[config.mk]
export PLATFORM = sky130hd
export DESIGN_NAME = vga_fb_arbiter
export DESIGN_NICKNAME = d
export VERILOG_FILES = /design/src/rtl/vga_pkg.sv /design/src/rtl/fb_addr_gen.sv /design/src/rtl/vga_fb_arbiter.sv
export SDC_FILE = /design/constraint.sdc
export NUM_CORES = 1
export LEC_CHECK = 0
export CORE_MARGIN = 3
export CORE_UTILIZATION = 33
export CTS_BUF_LIST = sky130_fd_sc_hd__clkbuf_8
export CTS_CLUSTER_SIZE = 28
export DETAILED_ROUTE_END_ITERATION = 16
export PLACE_DENSITY_LB_ADDON = 0.08
export RECOVER_POWER = 25
export SETUP_SLACK_MARGIN = 0.4
export SLEW_MARGIN = 15
export SYNTH_ARGS = -nofsm -noshare
export SYNTH_HDL_FRONTEND = slang
export SYNTH_SLANG_ARGS = --single-unit
[constraint.sdc]
create_clock -name clk -period 3 [get_ports clk]
set_input_delay 0.3 -clock clk [delete_from_list [all_inputs] [get_ports clk]]
set_output_delay 0.3 -clock clk [all_outputs]
set_load 0.02 [all_outputs]
[src/rtl/vga_pkg.sv]
// Shared constants and types for the VGA framebuffer arbiter slice.
// The framebuffer holds a downscaled image; one entry covers a 2^SHIFT square of pixels.
package vga_pkg;

  localparam int unsigned H_ACTIVE = 640;
  localparam int unsigned V_ACTIVE = 480;
  localparam int unsigned SHIFT    = 2;
  localparam int unsigned FB_W     = H_ACTIVE >> SHIFT;
  localparam int unsigned FB_H     = V_ACTIVE >> SHIFT;
  localparam int unsigned ADDR_W   = 15;
  localparam int unsigned DATA_W   = 8;

  localparam logic [DATA_W-1:0] BG_COLOR = 8'h00;

  typedef enum logic [1:0] {
    OWN_NONE,
    OWN_SCAN,
    OWN_HOST
  } owner_t;

  typedef enum logic {
    H_IDLE,
    H_RD
  } host_state_t;

endpackage

[src/rtl/fb_addr_gen.sv]
// Maps a screen coordinate to the linear framebuffer word address.
// Row stride is a constant, so the product is built from shifted adds of the row index.
module fb_addr_gen
  import vga_pkg::*;
(
  input  logic [9:0]        x,
  input  logic [9:0]        y,
  output logic [ADDR_W-1:0] addr
);

  logic [ADDR_W-1:0] row;
  logic [ADDR_W-1:0] col;

  always_comb begin
    row  = ADDR_W'(y >> SHIFT);
    col  = ADDR_W'(x >> SHIFT);
    addr = col;
    for (int unsigned i = 0; i < ADDR_W; i++) begin
      if (FB_W[i]) begin
        addr = addr + (row << i);
      end
    end
  end

endmodule

[src/rtl/vga_fb_arbiter.sv]
// Arbitrates one single-port framebuffer RAM between VGA scanout and a host port.
// Scanout owns every active-video pix_en cycle; the host gets all remaining cycles.
module vga_fb_arbiter
  import vga_pkg::*;
(
  input  logic              clk,
  input  logic              rst_n,
  input  logic              pix_en,
  input  logic [9:0]        x,
  input  logic [9:0]        y,
  output logic [DATA_W-1:0] pix_color,
  output logic              frame_start,
  input  logic              host_req,
  input  logic              host_we,
  input  logic [ADDR_W-1:0] host_addr,
  input  logic [DATA_W-1:0] host_wdata,
  output logic              host_gnt,
  output logic              host_rvalid,
  output logic [DATA_W-1:0] host_rdata,
  output logic [ADDR_W-1:0] mem_addr,
  output logic              mem_we,
  output logic [DATA_W-1:0] mem_wdata,
  input  logic [DATA_W-1:0] mem_rdata
);

  logic [ADDR_W-1:0] scan_addr;
  logic              in_active;
  logic              scan_slot;
  owner_t            owner;
  logic              scan_q;
  logic              bg_q;
  host_state_t       h_state_q;
  host_state_t       h_state_d;

  fb_addr_gen u_addr_gen (
    .x    (x),
    .y    (y),
    .addr (scan_addr)
  );

  // Combinational outputs are held quiet while reset is asserted.
  always_comb begin
    in_active   = (x < 10'(H_ACTIVE)) && (y < 10'(V_ACTIVE));
    scan_slot   = pix_en && in_active;
    host_gnt    = rst_n && !scan_slot && host_req;
    frame_start = rst_n && pix_en && (x == '0) && (y == 10'(V_ACTIVE));
    mem_addr    = '0;
    mem_we      = 1'b0;
    mem_wdata   = '0;
    owner       = OWN_NONE;
    if (rst_n) begin
      if (scan_slot) begin
        mem_addr = scan_addr;
        owner    = OWN_SCAN;
      end else if (host_req) begin
        mem_addr  = host_addr;
        mem_we    = host_we;
        mem_wdata = host_wdata;
        if (!host_we) begin
          owner = OWN_HOST;
        end
      end
    end
  end

  // Pixel pipeline: RAM data arrives one clk after the scan read and is latched
  // at the end of that clk, so pix_color updates one pixel after its pix_en.
  always_ff @(posedge clk or negedge rst_n) begin
    if (!rst_n) begin
      scan_q    <= 1'b0;
      bg_q      <= 1'b0;
      pix_color <= BG_COLOR;
    end else begin
      scan_q <= (owner == OWN_SCAN);
      bg_q   <= pix_en && !in_active;
      if (scan_q) begin
        pix_color <= mem_rdata;
      end else if (bg_q) begin
        pix_color <= BG_COLOR;
      end
    end
  end

  always_ff @(posedge clk or negedge rst_n) begin
    if (!rst_n) begin
      h_state_q <= H_IDLE;
    end else begin
      h_state_q <= h_state_d;
    end
  end

  // host_rdata forwards mem_rdata directly so it lines up with host_rvalid.
  always_comb begin
    h_state_d   = H_IDLE;
    host_rvalid = 1'b0;
    host_rdata  = '0;
    case (h_state_q)
      H_IDLE: ;
      H_RD: begin
        host_rvalid = 1'b1;
        host_rdata  = mem_rdata;
      end
      default: ;
    endcase
    if (owner == OWN_HOST) begin
      h_state_d = H_RD;
    end
  end

endmodule

Word level (Yosys, flattened, before mapping)
Index checks and enable logic that the tools add are counted.
{ "op_classes": {"mux": 18, "addsub": 2, "order_cmp": 2, "n_eq_ne": 3, "n_reduce_logical": 12} }
{ "ops": {"columns": ["operator", "count"], "rows": [
  ["$mux W8", 6],
  ["$mux W15", 3],
  ["$add A14 B15 Y15", 1],
  ["$add A8 B13 Y14", 1],
  ["$eq A10 B9 Y1 const B", 1],
  ["$logic_not A10 Y1", 1],
  ["$lt A10 B10 Y1 const B", 1],
  ["$lt A10 B9 Y1 const B", 1],
  ["$logic_and A1 B1 Y1", 8],
  ["$mux W2", 4],
  ["$mux W1", 5],
  ["$eq A2 B1 Y1 const B", 1],
  ["$eq A2 B2 Y1 const B", 1],
  ["$logic_not A1 Y1", 2],
  ["$reduce_bool A2 Y1", 1]
]} }
{ "totals": {"out_inout_bits": 43, "regBits": 11, "inputBits": 56, "wordCells": 41} }

Logic depth before layout (Yosys ltp)
Gate-level depths: netlist of the first run.
{ "logic_depth": {"word_depth": 7, "depth_mapped": 9, "depth_no_buf": 9} }

Cells and area by module
Synthesis of the first run repeated with hierarchy kept, for this count alone.
{ "unflattened": {"cells_unflattened": 138, "area_unflattened_um2": 1270.0} }
{ "modules_own_cells": {"columns": ["mod", "area_per_inst_um2", "instances", "cells_each", "seq_area_each_um2"], "rows": [
  ["vga_fb_arbiter", 755.7, 1, 74, 275.3],
  ["fb_addr_gen", 514.2, 1, 64, 0.0]
]} }

Worst setup path after synthesis of the first run
OpenSTA, ideal clock, no wires.
{ "synth_timing": {"path_kind": "input -> output", "from": "input y[2]", "to": "output mem_addr[14]", "cell_stages": 8, "setup_slack_ns": 0.442, "t_arrival_ns": 2.258, "n_path_buf": 0, "t_required_ns": 2.700, "path_cell_list": "inv_1 -> fa_1 -> fa_1 -> nand2b_1 -> a21oi_1 -> o211ai_1 -> a21oi_1 -> a2bb2oi_1"} }
{ "synth_between": {"elab_chain_cells": 5, "word_cells_on_any_way": 7, "cone_classes": "2 x add/sub; 1 x order compare; 2 x mux; 2 x reduce/logical"} }
{ "synth_lines": {"columns": ["element", "line", "text"], "rows": [
  ["start, declared", "vga_fb_arbiter.sv:10", "input logic [9:0] y,"],
  ["parallel branches: the longest is 3 deep, another holds $add A14 B15 Y15", null, null],
  ["$mux W15 *", "vga_fb_arbiter.sv:52", "if (scan_slot) begin"],
  ["$mux W15 *", "vga_fb_arbiter.sv:51", "if (rst_n) begin"],
  ["end, declared", "vga_fb_arbiter.sv:20", "output logic [ADDR_W-1:0] mem_addr,"]
]} }
Mark *: on every way between the ends.

Worst setup path after layout of the first run
{ "layout_timing": {"from": "input y[9]", "to": "output mem_addr[13]"} }
Same word-level chain as after synthesis.

==> results.cfg, run 1 <==
[run_status]
outcome = complete, no violations

[floorplan]
die_y_um = 66.1
fp-row-count = 21
start_util_pct = 34.9
io_pins = 99
core_um2 = 3420
dieArea_um2 = 4370
die_w_um = 66.1

[clocking]
clkTransAtPathRegs_ps = 50
clk_latency_ps = 240
htreeDepth = 1
cts_root_buffer = clkbuf_8
cts_tree = yes
cts_max_path_buffers = 2
numCtsBuffers = 3
cts_sinks = 11
ctsHoldBuffers = 0

[worst_hold_path]
worstHoldPathType = reg2reg

[timing]
clock_skew_ps = 2.11
hold_viol_final = 0
period_share_pct = 87.3
fin_crit_ps = 2620
final_max_slew_viol_count = 0
max_freq_ghz = 0.382
slew_headroom_pct = 63.1
setup_viol = 0
rsz0062_at_grt = true
fin_ws_ps = 380
worst_slew_pin_slew_ps = 554

[place]
place_congestion = 0.862
dp_hpwl_um = 3700
io_buffers = 98
dp_slack_ps = -655

[synth]
ys_seq_elements = 11
synth_edf_count = 0
ys_seq_area_share_pct = 23.1
synth_top_area_share_pct = 23.1
mappedNetlistArea_um2 = 1190
yosysWarnings = 0
syn_nets = 206
netlist_instances = 133
syn_area_per_cell_um2 = 8.97
yosysUniqueCellTypes = 36
ys.flop_type = dfrtp_1
synth_area_leaders = dfrtp_1, ha_1, a22o_1
yosysTopAreaCell = dfrtp_1
async_reset_ff_share_pct = 100

[global_routing]
grt_overflow = 0
antenna_found_initial = 0
grt_pass1_wl_um = 6760
grt_pass1_vias = 1545
grt_max_degree = 16
grt_use_total_pct = 19.6

[detailed_routing]
first_pass_iters = 4
post_drt_wl_per_cell_um = 15.4
drc = 0
drt-vias-per-instance = 5.05
drtIter0Drc = 63
detail-route-antenna-nets = 0
via_count = 1509
wl_um = 4590

[worst_setup_path]
crit_chain = clkdlybuf4s50_1 > ha_1 > ha_1 > a2111oi_1 > o21ai_1 > o211ai_1 > xor2_1 > a31oi_1 > buf_4
worstSetupPathType = in2out
cp-end-kind = output pin
cp_num_buf_inv = 2
worst_setup_path_start_kind = input pin
crit_slowest_cell = clkdlybuf4s50_1
worstPathArrival_ps = 2320
path_max_fanout = 2
path_common_cell = ha_1
max_stage_delay_ps = 490
crit_family = compound AO/OA/AOI/OAI gates
critPathRequiredTime_ps = 2700

[cells_and_area]
syn_to_final_growth_pct = 113
utilization_pct = 74.6
n_fill_cell = 276
nets = 327
drive_above_1_share_pct = 25.7
antenna_cells = 0

[flow_run]
drv_cap = 0

[power]
p_leak_nw = 1.21
p_total_mw = 0.696
peakVddDrop_v = 0.000123
p_per_area_nw_per_um2 = 273
## metal layers
layer  track usage (%)  part of all wire, %  vias to the layer above
met5                 0                    0                        -
met4              5.33                  1.0                        0
met3              1.53                  3.9                        5
met2              39.8                   58                       42
met1              20.9                   37                      713
li1                  -                    -                      749
## final cells by class
type                    instances  area [um^2]  share of cell area [%]
clock buffers                   3         41.3                    1.62
clock inverters                 1         3.75                   0.147
inverters                       8         32.5                    1.28
multi-input cells             109         1030                    40.3
flip-flops and latches         11          275                    10.8
well taps                      46         57.6                    2.26
repair buffers                121         1110                    43.6
## sequential cells by signal, summed over array words and instances, names as in the netlist
name	count
bg_q	1
scan_q	1
h_state_q	1
pix_color	8
## power breakdown
part           total, mW  switching, mW  internal, mW
registers          0.163        0.00560         0.157
clock network      0.141         0.0516        0.0894
logic              0.392          0.177         0.216
total              0.696          0.234         0.462
## synthesized netlist by cell type, types with 4 or more instances
cell / n
and2_1: 10
xor2_1: 5
nor4_1: 4
a22o_1: 15
dfrtp_1: 11
a31oi_1: 4
a21oi_1: 10
and3_1: 9
ha_1: 15
inv_1: 7
## cells in the final DEF, fill, tap and decap left out, types with 5 or more instances in the layout
master	n
xor2_1	5
buf_4	25
and2_1	10
a22o_1	15
dlygate4sd2_1	14
clkdlybuf4s15_1	6
a21oi_1	8
ha_4	9
dfrtp_1	11
clkdlybuf4s50_1	61
inv_2	5
and3_1	9
## timing repair
action,4_1_cts,5_1_grt
setup endpoints to repair,25,15
pin swaps,20,10
setup buffers,1,0
gates resized for setup,95,26
## metrics by stage
stage | hold WS [ps] | instance area (um^2) | cells | setup TNS [ps]
floorplan | 4.41 | 1190 | 133 | 0
global placement | 478 | 2370 | 294 | -3090
detailed placement | 483 | 2370 | 294 | -3420
CTS | 487 | 2460 | 299 | 0
global route | 518 | 2550 | 299 | 0
finish | 494 | 2550 | 299 | 0
## logic make-up (layout without fill, tap and decap cells)
group / Yosys count / in the layout / share of synthesized area, %
DFF: 11 / 11 / 23.1
buffers and inverters: 13 / 133 / 4.82
adders and majority gates: 17 / 17 / 19.1
xor gates and xnor gates: 5 / 5 / 3.67
and+or+nand+nor: 42 / 42 / 22.3
AOI/OAI and AO/OA: 45 / 45 / 27.0
## worst paths after layout
| path | start | endpoint | slack (ps) | cells past startpoint |
|---|---|---|---|---|
| setup / recovery | y[9] | mem_addr[13] | 380 | 9 |
| hold / removal | pix_color[2]$_DFFE_PN0P_ | pix_color[2]$_DFFE_PN0P_ | 490 | 1 |
| hold reg to reg | pix_color[2]$_DFFE_PN0P_ | pix_color[2]$_DFFE_PN0P_ | 490 | 1 |
| setup reg to reg | scan_q$_DFF_PN0_ | pix_color[4]$_DFFE_PN0P_ | 1790 | 2 |
| max in group asynchronous | rst_n | pix_color[2]$_DFFE_PN0P_ | 1950 | 2 |
| min in group asynchronous | rst_n | bg_q$_DFF_PN0_ | 680 | 2 |
(Power assumes the default switching activity.)
==> run 2: changes to the inputs <==
--- a/config.mk
+++ b/config.mk
@@ -5,8 +5,10 @@
 export SDC_FILE = /design/constraint.sdc
 export NUM_CORES = 1
 export LEC_CHECK = 0
+export CELL_PAD_IN_SITES_DETAIL_PLACEMENT = 2
+export CELL_PAD_IN_SITES_GLOBAL_PLACEMENT = 2
 export CORE_MARGIN = 3
-export CORE_UTILIZATION = 33
+export CORE_UTILIZATION = 17
 export CTS_BUF_LIST = sky130_fd_sc_hd__clkbuf_8
 export CTS_CLUSTER_SIZE = 28
 export DETAILED_ROUTE_END_ITERATION = 16
==> run 2 against run 1 <==
  * Worst setup slack improved by 72 ps
  * Cell area rose by 3.6%
  * Count of clock-buffer cells in the layout is the same
  * Utilization fell by 34 points
  * Clock power hardly changed
  * Combinational power rose by 4%
  * First-iteration DRC count shrank 70%
==> results.cfg, run 2 (same netlist as run 1, synthesis figures left out) <==
[cells_and_area]
nets = 330
utilization_pct = 40.2
final_cell_mix = clkdlybuf4s50_1, buf_4, dlygate4sd2_1, a22o_1, dfrtp_1
antenna_cells = 0
largest_reg_flops = 8
syn_to_final_growth_pct = 121
final_common_cell = clkdlybuf4s50_1
drive_above_1_share_pct = 26.2
top_register = pix_color

[power]
p_leak_nw = 1.20
p_per_area_nw_per_um2 = 270
swShare_pct = 34.1
p_clk_share_pct = 19.8
comb_power_share_pct = 57.3
p_total_mw = 0.714
peakVddDrop_v = 0.0000982
internal_power_mw = 0.470
switching_power_mw = 0.244
power_frac_seq_pct = 22.9

[flow_run]
drv_cap = 0

[worst_hold_path]
whs_path_depth = 1
min_to = pix_color[3]$_DFFE_PN0P_
worstHoldPathType = reg2reg
worstHoldStart = pix_color[3]$_DFFE_PN0P_

[run_status]
outcome = complete, no violations

[clocking]
cts_sinks = 11
clkTransAtPathRegs_ps = 50
htreeDepth = 1
clk_latency_ps = 230
cts_tree = yes
cts_root_buffer = clkbuf_8
cts_max_path_buffers = 2
ctsHoldBuffers = 0
numCtsBuffers = 3

[timing]
hold_viol_final = 0
rsz0062_at_grt = true
setup_viol = 0
final_max_slew_viol_count = 0
max_freq_ghz = 0.393
period_share_pct = 84.9
fin_crit_ps = 2550
worst_slew_pin_slew_ps = 653
slew_headroom_pct = 56.5
clock_skew_ps = 0.176

[worst_setup_path]
reg2reg_to = pix_color[0]$_DFFE_PN0P_
crit_slowest_cell = fa_2
critPathRequiredTime_ps = 2700
crit_chain = buf_8 > inv_4 > fa_2 > fa_2 > nand2b_4 > a21oi_4 > o211ai_1 > a21oi_1 > a2bb2oi_1 > buf_4
reg2reg_depth = 2
max_stage_delay_ps = 460
path_max_fanout = 3
r2r_start = scan_q$_DFF_PN0_
worstPathArrival_ps = 2250
cp-end-kind = output pin
worstSetupPathType = in2out
ff2ff_setup_slack_ps = 1800
worst_setup_path_start_kind = input pin
path_common_cell = fa_2

[detailed_routing]
drtIter0Drc = 19
via_count = 1542
drt-vias-per-instance = 4.42
post_drt_wl_per_cell_um = 17.4
first_pass_iters = 2
wl_um = 6070
drc = 0
detail-route-antenna-nets = 0

[floorplan]
dieArea_um2 = 8060
die_w_um = 89.8
core_um2 = 6570
io_pins = 99
fp-row-count = 29
die_y_um = 89.8
start_util_pct = 18.2

[global_routing]
antenna_found_initial = 0
grt_pass1_vias = 1794
grt_pass1_wl_um = 9800
grt_overflow = 0
grt_use_total_pct = 14.6
grt_max_degree = 13

[place]
dp_hpwl_um = 5160
place_congestion = 0.758
io_buffers = 98
-- run 2: changes by cell type in the layout (fill, tap and decap cells not counted), sizes merged --
| cell | delta |
|---|---|
| clkdlybuf4s15 | -4 |
| clkbuf | -2 |
| clkdlybuf4s50 | +1 |
| buf | +3 |
| dlymetal6s2s | -4 |
| dlygate4sd2 | +9 |
-- run 2: cell type report --
class / instances / area, um^2
Clock buffer: 3 / 41.3
Clock inverter: 1 / 3.75
Fill cell: 720 / 3930
Inverter: 8 / 37.5
Multi-Input combinational cell: 109 / 1040
Sequential cell: 11 / 275
Tap cell: 93 / 116
Timing Repair Buffer: 124 / 1130
-- run 2: layer usage --
layer / vias to the layer above / track usage (%) / part of all wire [%]
met4: 0 / 1.15 / 0
li1: 750 / - / -
met3: 0 / 2.42 / 4.8
met1: 753 / 16.9 / 40
met5: - / 0 / 0
met2: 39 / 29.1 / 56
-- run 2: worst max-delay path, delay by kind of cell --
family,cells,cell delay (ps)
AOI/OAI and AO/OA,4,590
adders and majority gates,2,880
buffers and inverters,3,310
and+or+nand+nor,1,170
-- run 2: through the flow --
step	worst slack [ps]	instances	area, um^2	hold WS [ps]	setup TNS, ps
floorplan	442	133	1190	4.41	0
global placement	-601	343	2440	480	-3460
detailed placement	-645	343	2440	489	-3780
CTS	417	348	2580	463	0
global route	335	349	2640	528	0
finish	452	349	2640	500	0
-- run 2: power groups by stage --
stage | combinational, mW | sequential (mW) | clock, mW
2_1_floorplan | 0.150 | 0.172 | 0
3_3_place_gp | 0.355 | 0.165 | 0
3_5_place_dp | 0.365 | 0.166 | 0
4_1_cts | 0.392 | 0.164 | 0.146
5_1_grt | 0.443 | 0.165 | 0.152
6_report | 0.409 | 0.163 | 0.141
-- run 2: how the worst max path moves through the flow --
stage          from            to  cells past startpoint
6_report       x[9]  mem_addr[14]                     10
5_1_grt        y[9]   mem_addr[2]                      8
3_3_place_gp   y[2]  mem_addr[11]                     11
2_1_floorplan  y[2]  mem_addr[14]                      8
4_1_cts        x[9]  mem_addr[11]                     11
3_5_place_dp   y[2]  mem_addr[11]                     11
-- run 2: repair_timing --
action | 4_1_cts | 5_1_grt
gates resized for setup | 103 | 13
buffers inserted | 1 | 1
pin swaps | 17 | 14
gates cloned | 0 | 0
endpoints found under the setup margin | 26 | 6
==> run 3: changes to the inputs <==
--- a/config.mk
+++ b/config.mk
@@ -8,7 +8,7 @@
 export CELL_PAD_IN_SITES_DETAIL_PLACEMENT = 2
 export CELL_PAD_IN_SITES_GLOBAL_PLACEMENT = 2
 export CORE_MARGIN = 3
-export CORE_UTILIZATION = 17
+export CORE_UTILIZATION = 15
 export CTS_BUF_LIST = sky130_fd_sc_hd__clkbuf_8
 export CTS_CLUSTER_SIZE = 28
 export DETAILED_ROUTE_END_ITERATION = 16
==> constraint.sdc (replaced) <==
create_clock -name clk -period 2.1 [get_ports clk]
set_input_delay 0.21 -clock clk [delete_from_list [all_inputs] [get_ports clk]]
set_output_delay 0.21 -clock clk [all_outputs]
set_load 0.02 [all_outputs]
==> run 3 against run 2 <==
  * Final cell count is 10% higher
  * Via count is 11% higher
  * Combinational power is 82% higher
  * Hold slack worse by 420 ps
  * Total power is 66% higher
  * Largest power group unchanged
  * First-iteration DRC count is 37% lower
  * Non-clock buffer count is 28 higher
  * Sequential cell count stayed put
  * Largest cell class unchanged
  * Critical path type unchanged
  * Register-to-register slack worse by 980 ps
  * Highest routed layer is now met4
  * The flow now finishes with violations (setup timing)
  * Global-route usage is 0.43 points higher
  * Sequential power is 44% higher
  * Clock power is 45% higher
==> results.cfg, run 3 (same netlist as run 1, synthesis figures left out) <==
[cells_and_area]
final_cell_mix = clkdlybuf4s50_1, buf_6, buf_4, a22o_1, dfrtp_1
n_fill_cell = 776
antenna_cells = 0
syn_to_final_growth_pct = 169
utilization_pct = 42.9
drive_above_1_share_pct = 55.1
largest_reg_flops = 8
top_register = pix_color
final_common_cell = clkdlybuf4s50_1
finalInstanceArea_um2 = 3210
nets = 359

[floorplan]
die_w_um = 95.2
fp-row-count = 31
start_util_pct = 15.9
core_um2 = 7490
io_pins = 99
dieArea_um2 = 9060
die_y_um = 95.2

[global_routing]
grt_use_total_pct = 15.1
antenna_found_initial = 0
grt_util_met3_pct = 2.13
grt_overflow = 0
grtUsageMet1_pct = 19.5
grt_max_degree = 15
use_met2_pct = 26.8
grt_pass1_vias = 1916
busiest_layer = met2
grt_pass1_wl_um = 10600

[clocking]
clkTransAtPathRegs_ps = 50
clk_latency_ps = 230
numCtsBuffers = 3
cts_tree = yes
cts_root_buffer = clkbuf_8
htreeDepth = 1
cts_max_path_buffers = 2
ctsHoldBuffers = 0
cts_sinks = 11

[worst_setup_path]
path_max_fanout = 2
max_stage_delay_ps = 590
crit_chain = buf_8 > inv_4 > fa_2 > inv_2 > ha_4 > a211oi_4 > o21ai_1 > o211ai_1 > xor2_1 > a31oi_2 > buf_4
worstPathArrival_ps = 2190
reg2reg_to = pix_color[5]$_DFFE_PN0P_
r2r_start = scan_q$_DFF_PN0_
critPathRequiredTime_ps = 1890
worstSetupPathType = in2out
reg2reg_depth = 2
worst-path-stages = 11
worst_setup_path_start_kind = input pin
crit_slowest_cell = fa_2
crit_family = adder cells
cp_num_buf_inv = 4
ff2ff_setup_slack_ps = 820
cp-end-kind = output pin

[detailed_routing]
via_count = 1718
wl_um = 7170
detail-route-antenna-nets = 0
first_pass_iters = 4
post_drt_wl_per_cell_um = 18.7
drt-vias-per-instance = 4.47
drc = 0
drtIter0Drc = 12

[timing]
clock_skew_ps = 0.946
setup_viol = 6
max_freq_ghz = 0.417
fin_setup_tns_ps = -1420
slew_headroom_pct = 62.2
final_max_slew_viol_count = 0
hold_viol_final = 0
fin_ws_ps = -296
period_share_pct = 114
rsz0062_at_grt = true
fin_crit_ps = 2400
worst_slew_pin_slew_ps = 565

[place]
place_congestion = 0.743
io_buffers = 98
dp_hpwl_um = 5530
placed_area_um2 = 2630

[power]
p_per_area_nw_per_um2 = 368
peakVddDrop_v = 0.000135
p_leak_nw = 1.41

[run_status]
violations = setup timing
outcome = finished with violations

[flow_run]
drv_cap = 0

[worst_hold_path]
worstHoldPathType = in2async
==> run 3: timing repair <==
action                     4_1_cts  5_1_grt
resized for setup              296       24
pin swaps                       44       33
buffers inserted                12        6
gates cloned                     2        0
setup endpoints to repair       35       26
hold endpoints to repair         0        0
==> run 3: cell type report <==
cell class	instances	area (um^2)	share of cell area, %
clock inverter	1	3.75	0.117
timing repair buffer	152	1480	46.1
multi-input combinational	110	1240	38.7
tap	99	124	3.86
clock buffer	3	41.3	1.29
sequential	11	277	8.61
inverter	8	42.5	1.32
==> run 3: worst max path at each step <==
| stage | slack (ps) | startpoint | end |
|---|---|---|---|
| after floorplan | 30 | x[9] | mem_addr[14] |
| after global placement | -1190 | x[9] | mem_addr[14] |
| after detailed placement | -1300 | x[9] | mem_addr[11] |
| after CTS | -400 | x[9] | mem_addr[11] |
| after global routing | -420 | y[4] | mem_addr[11] |
| final | -300 | y[4] | mem_addr[13] |
==> run 3: worst reg2reg max path, delay by kind of cell, from the launching register on <==
family          cells  cell delay [ps]
simple gates        1              500
flops               1              480
compound gates      1              230
==> run 3: per-stage QoR <==
stage                     setup WS, ps  hold WS, ps  power (mW)  std cells
after floorplan                   25.1        -85.6       0.494        133
after global placement           -1190          482       0.808        360
after detailed placement         -1300          484       0.826        360
after CTS                         -397          427        1.15        378
after global routing              -416          128        1.26        384
final                             -296         80.8        1.18        384
==> run 3: layer usage <==
metal | wire (um) | vias up | part of all wire [%]
met4 | 48 | 0 | 0.67
met5 | 0 | - | 0
met2 | 3670 | 65 | 51
met3 | 475 | 4 | 6.6
li1 | - | 808 | -
met1 | 2970 | 841 | 41
==> run 3: report_power, final <==
part / switching (mW) / leakage, nW / internal, mW
sequential: 0.00931 / 0.147 / 0.224
combinational: 0.328 / 1.24 / 0.416
clock: 0.0770 / 0.0269 / 0.128
total: 0.414 / 1.41 / 0.769
